==> config.mk <==
export PLATFORM = sky130hd
export DESIGN_NAME = seq_generator
export DESIGN_NICKNAME = d
export VERILOG_FILES = /design/src/rtl/seq_pkg.sv /design/src/rtl/seq_generator.sv
export SDC_FILE = /design/constraint.sdc
export NUM_CORES = 1
export LEC_CHECK = 0
export ABC_AREA = 1
export CAP_MARGIN = 25
export CORE_AREA = 8 8 73 75
export CTS_CLUSTER_SIZE = 16
export DETAILED_ROUTE_END_ITERATION = 12
export DIE_AREA = 0 0 81 83
export PLACE_DENSITY = 0.76
export SKIP_CTS_REPAIR_TIMING = 1
export SYNTH_ARGS = -nofsm -noshare
export SYNTH_HDL_FRONTEND = slang
export SYNTH_SLANG_ARGS = --single-unit
==> constraint.sdc <==
create_clock -name clk -period 1.6 [get_ports clk]
set_clock_uncertainty 0.05 [all_clocks]
set_input_delay 0.4 -clock clk [delete_from_list [all_inputs] [get_ports clk]]
set_output_delay 0.4 -clock clk [all_outputs]
set_load 0.01 [all_outputs]
==> src/rtl/seq_pkg.sv <==
// Shared definitions for the serial pattern transmitter.
package seq_pkg;

  localparam int DEF_WIDTH = 8;
  localparam int DEF_LW    = 4;
  localparam int DEF_RW    = 4;

  typedef enum logic [1:0] {
    ST_IDLE  = 2'd0,
    ST_SHIFT = 2'd1,
    ST_DONE  = 2'd2
  } state_t;

endpackage

==> src/rtl/seq_generator.sv <==
// Serial pattern transmitter: sends bits [L-1:0] of a captured pattern
// MSB-first, repeated repeat_n extra times, then pulses done.
// The pattern is left-aligned at capture so the next bit is always the
// MSB of a shift register; this avoids indexing with a variable.
module seq_generator
  import seq_pkg::*;
#(
  parameter int WIDTH = DEF_WIDTH,
  parameter int LW    = DEF_LW,
  parameter int RW    = DEF_RW
) (
  input  logic             clk,
  input  logic             rst,
  input  logic             start,
  input  logic [WIDTH-1:0] pattern,
  input  logic [LW-1:0]    len,
  input  logic [RW-1:0]    repeat_n,
  input  logic             abort,
  output logic             serial_out,
  output logic             valid_out,
  output logic             busy,
  output logic             done
);

  localparam logic [LW-1:0] WMAX = LW'(WIDTH);

  state_t           state, state_d;
  logic [WIDTH-1:0] pat_q, pat_d;     // left-aligned copy for reloads
  logic [WIDTH-1:0] sreg, sreg_d;     // bits still to send this pass
  logic [LW-1:0]    idx, idx_d;       // bit index of the bit on the line
  logic [LW-1:0]    len_q, len_d;     // effective length captured at accept
  logic [RW-1:0]    rep, rep_d;       // passes still to go after this one
  logic             serial_d, valid_d, busy_d, done_d;

  logic [LW-1:0]    eff_len;
  logic [WIDTH-1:0] aligned;

  // Effective length: 0 or out-of-range lengths mean a full-width pattern.
  always_comb begin
    eff_len = len;
    if (len == '0 || len > WMAX) eff_len = WMAX;
    aligned = pattern << (WMAX - eff_len);
  end

  // State, datapath and registered outputs.
  always_ff @(posedge clk or posedge rst) begin
    if (rst) begin
      state      <= ST_IDLE;
      pat_q      <= '0;
      sreg       <= '0;
      idx        <= '0;
      len_q      <= '0;
      rep        <= '0;
      serial_out <= 1'b0;
      valid_out  <= 1'b0;
      busy       <= 1'b0;
      done       <= 1'b0;
    end else begin
      state      <= state_d;
      pat_q      <= pat_d;
      sreg       <= sreg_d;
      idx        <= idx_d;
      len_q      <= len_d;
      rep        <= rep_d;
      serial_out <= serial_d;
      valid_out  <= valid_d;
      busy       <= busy_d;
      done       <= done_d;
    end
  end

  // Next state and next output values; outputs default to idle zeros.
  always_comb begin
    state_d  = state;
    pat_d    = pat_q;
    sreg_d   = sreg;
    idx_d    = idx;
    len_d    = len_q;
    rep_d    = rep;
    serial_d = 1'b0;
    valid_d  = 1'b0;
    busy_d   = 1'b0;
    done_d   = 1'b0;
    case (state)
      ST_IDLE: begin
        if (start) begin
          pat_d    = aligned;
          sreg_d   = aligned << 1;
          serial_d = aligned[WIDTH-1];
          valid_d  = 1'b1;
          busy_d   = 1'b1;
          idx_d    = eff_len - LW'(1);
          len_d    = eff_len;
          rep_d    = repeat_n;
          state_d  = ST_SHIFT;
        end
      end
      ST_SHIFT: begin
        if (abort) begin
          // Bit on the line this cycle was valid; drop straight to idle.
          state_d = ST_IDLE;
        end else if (idx == '0) begin
          if (rep != '0) begin
            // Next pass starts with no gap.
            rep_d    = rep - RW'(1);
            idx_d    = len_q - LW'(1);
            serial_d = pat_q[WIDTH-1];
            sreg_d   = pat_q << 1;
            valid_d  = 1'b1;
            busy_d   = 1'b1;
          end else begin
            state_d = ST_DONE;
            busy_d  = 1'b1;
            done_d  = 1'b1;
          end
        end else begin
          idx_d    = idx - LW'(1);
          serial_d = sreg[WIDTH-1];
          sreg_d   = sreg << 1;
          valid_d  = 1'b1;
          busy_d   = 1'b1;
        end
      end
      ST_DONE: state_d = ST_IDLE;
      default: state_d = ST_IDLE;
    endcase
  end

endmodule
==> results.toml <==
[cells_and_area]
stdcell_area_um2 = 2850
diodes = 0
layout-drive-gt1-share_pct = 32.7
nNetsFinal = 352
area_growth_pct = 41.9

[power_and_ir_drop]
power.clock.fraction_pct = 15.4
power_leakage_nw = 1.47
p_per_area_nw_per_um2 = 1370
power_frac_seq_pct = 33.0
peakVddDrop_uv = 476
switching_share_pct = 39.0
p_switching_mw = 1.52
p_comb_share_pct = 51.6
p_int_mw = 2.38

[synthesis]
synth_top_area_share_pct = 41.1
ys_warn_count = 0
synth_area_leaders = "dfrtp_1, nand2_1, o21ai_0"
synth_flop_cell = "dfrtp_1"
synth_area_per_cell_um2 = 7.67
ys_seq_area_share_pct = 41.1
synth_edf_count = 0
async_reset_ff_share_pct = 100
yosys-top-cells-count = "nand2_1, dfrtp_1, o21ai_0"
syn_area_um2 = 2010
yosysMostFrequentCell = "nand2_1"
synth_cell_types = 31
yosysTopAreaCell = "dfrtp_1"
syn_nets = 285
synth_cells = 262
synth_seq_cells = 33

[cts]
clk_pin_slew_worst_paths_ps = 70
insertion_delay_ps = 290
cts_tree = "done"
htreeDepth = 2
clock_sinks = 33
clockBufferDepth = 2
cts_buffers = 5
cts_root_buf = "clkbuf_8"

[timing]
rsz0062_at_grt = "yes"
worst_pin_slew_ps = 291
drv_slew = 0
holdWs_ps = 404
slew_headroom_pct = 80.6
hold_violations = 0
finalSetupViolations = 3
fmax_mhz = 614
period_needed_ps = 1630
post-route-period-util_pct = 102
fin_ws_ps = -28.5

[critical_path]
start_kind = "flip-flop"
cp_num_cells = 10
cp_num_buf_inv = 2
critical_path.top_delay_family = "flip-flops"
cp.required_ps = 1730
crit_arrival_ps = 1760
cp_max_fo = 7
path_cells = "inv_2 -> ha_4 -> nand2_4 -> nor2_4 -> nand2_2 -> a21oi_4 -> buf_6 -> a21oi_2 -> nand2_1 -> nand2_1"
path_class = "reg -> reg"
crit_path_end_kind = "flip-flop"
crit_path_top_delay_cell = "dfrtp_1"
slowest_delay_ps = 390
worst-r2r-cell-count = 10
cpMostUsedCell = "nand2_1"

[grt]
globalRouteTotalUtil_pct = 14.9
antenna_found_initial = 0
grt_pass1_vias = 1904
grt_max_degree = 34
grt_overflow_total = 0
grt_pass1_wl_um = 8060

[placed_design]
globalplace.congestion = 0.816
detailed_place_hpwl_um = 3590
dp_slack_ps = -770
postPlaceCellArea_um2 = 2570
io_buffers = 23

[outcome]
status = "complete, but fails checks"
violations = "negative setup slack"

[routing]
drt_iter0_drc = 139
wl_per_cell_um = 12.9
drt-pass1-iter-count = 4
ant_nets = 0
drc = 0
num_vias = 1915
vias_per_cell = 5.01
totalWireLength_um = 4930

[floorplanning]
ios = 24
die_h_um = 83
die_area_um2 = 6720
dieWidth_um = 81
initial_utilization_pct = 47.8
num_rows = 24
core_area_um2 = 4200

[hold_path]
hold_path_class = "in -> async"

[flow_run]
maxCapViolCount = 0
-- flip-flops by register name, indices dropped and copies added (netlist names) --
| register | flops |
|---|---|
| len_q | 4 |
| sreg | 7 |
| rep | 4 |
| state | 2 |
| serial_out | 1 |
| done | 1 |
| valid_out | 1 |
| pat_q | 8 |
| busy | 1 |
| idx | 4 |
-- path summary, 6_finish.rpt --
path,start,to,slack [ps]
hold reg to reg,pat_q[3],pat_q[3],430
min in group clk,pat_q[3],pat_q[3],430
max in group asynchronous,rst,pat_q[0],910
setup reg to reg,rep[0],sreg[4],-30
setup / recovery,rep[0],sreg[4],-30
hold / removal,rst,state[1],400
-- tightest hold or removal path: cells and delay by family --
family / cells / cell delay [ps]
buf+inv: 3 / 700
-- logic make-up after synthesis --
group | after synthesis | synth area share [%]
and+or+nand+nor | 133 | 32.6
adders and majority gates | 3 | 1.87
xor gates and xnor gates | 2 | 1.81
DFF | 33 | 41.1
AOI/OAI and AO/OA | 49 | 13.8
buffers and inverters | 42 | 8.84
-- layer usage --
layer,global-route usage (%),share of wire (%),vias up
met5,0,0,-
met4,5.85,1.7,0
met3,3.34,3.8,7
met2,25.4,50,30
met1,17.2,45,886
li1,-,-,992
-- layout by cell type (no fill, tap or decap), types with 2 or more instances in the layout --
cell type,synthesis,final
inv_1,27,23
buf_4,1,38
dfrtp_1,33,33
nand4_1,9,9
nor2_4,2,3
nor2_1,16,13
clkdlybuf4s50_1,0,15
nand2_2,2,8
dlymetal6s2s_1,0,5
buf_6,2,6
nand3_2,2,8
a21oi_2,1,5
a21oi_1,9,5
o211ai_1,2,2
nand3_1,27,21
ha_4,0,2
nand2_4,4,6
inv_2,7,9
inv_4,0,2
clkinv_2,0,2
clkbuf_8,0,5
o21ai_2,0,2
nor2_2,0,2
o21ai_0,33,19
nand2_1,67,59
o21ai_1,0,12
-- final cells by class --
class / count / area [µm²]
fillers: 353 / 1350
multi-input cells: 187 / 1130
flip-flops and latches: 33 / 826
repair buffers: 67 / 606
inverters: 35 / 144
clock buffers: 6 / 72.6
well taps: 52 / 65.1
clock inverters: 2 / 10.0
-- power by group through the flow --
stage / Clock, mW / Combinational (mW) / Sequential, mW
detailed placement: 0 / 1.65 / 1.28
finish: 0.600 / 2.01 / 1.29
floorplan: 0 / 1.03 / 1.27
CTS: 0.615 / 1.67 / 1.27
global placement: 0 / 1.61 / 1.27
global route: 0.645 / 2.24 / 1.32
-- through the flow --
stage                     std cells  utilization, %  setup TNS, ps  power (mW)
after floorplan                 262               -          -4550        2.29
after global placement          366            61.1         -13030        2.87
after detailed placement        366            61.1         -13940        2.93
after CTS                       374            63.1          -7440        3.55
after global routing            382            67.8           -769        4.20
final                           382            67.8          -60.3        3.90
No activity file was read; power rests on OpenSTA's default activity.
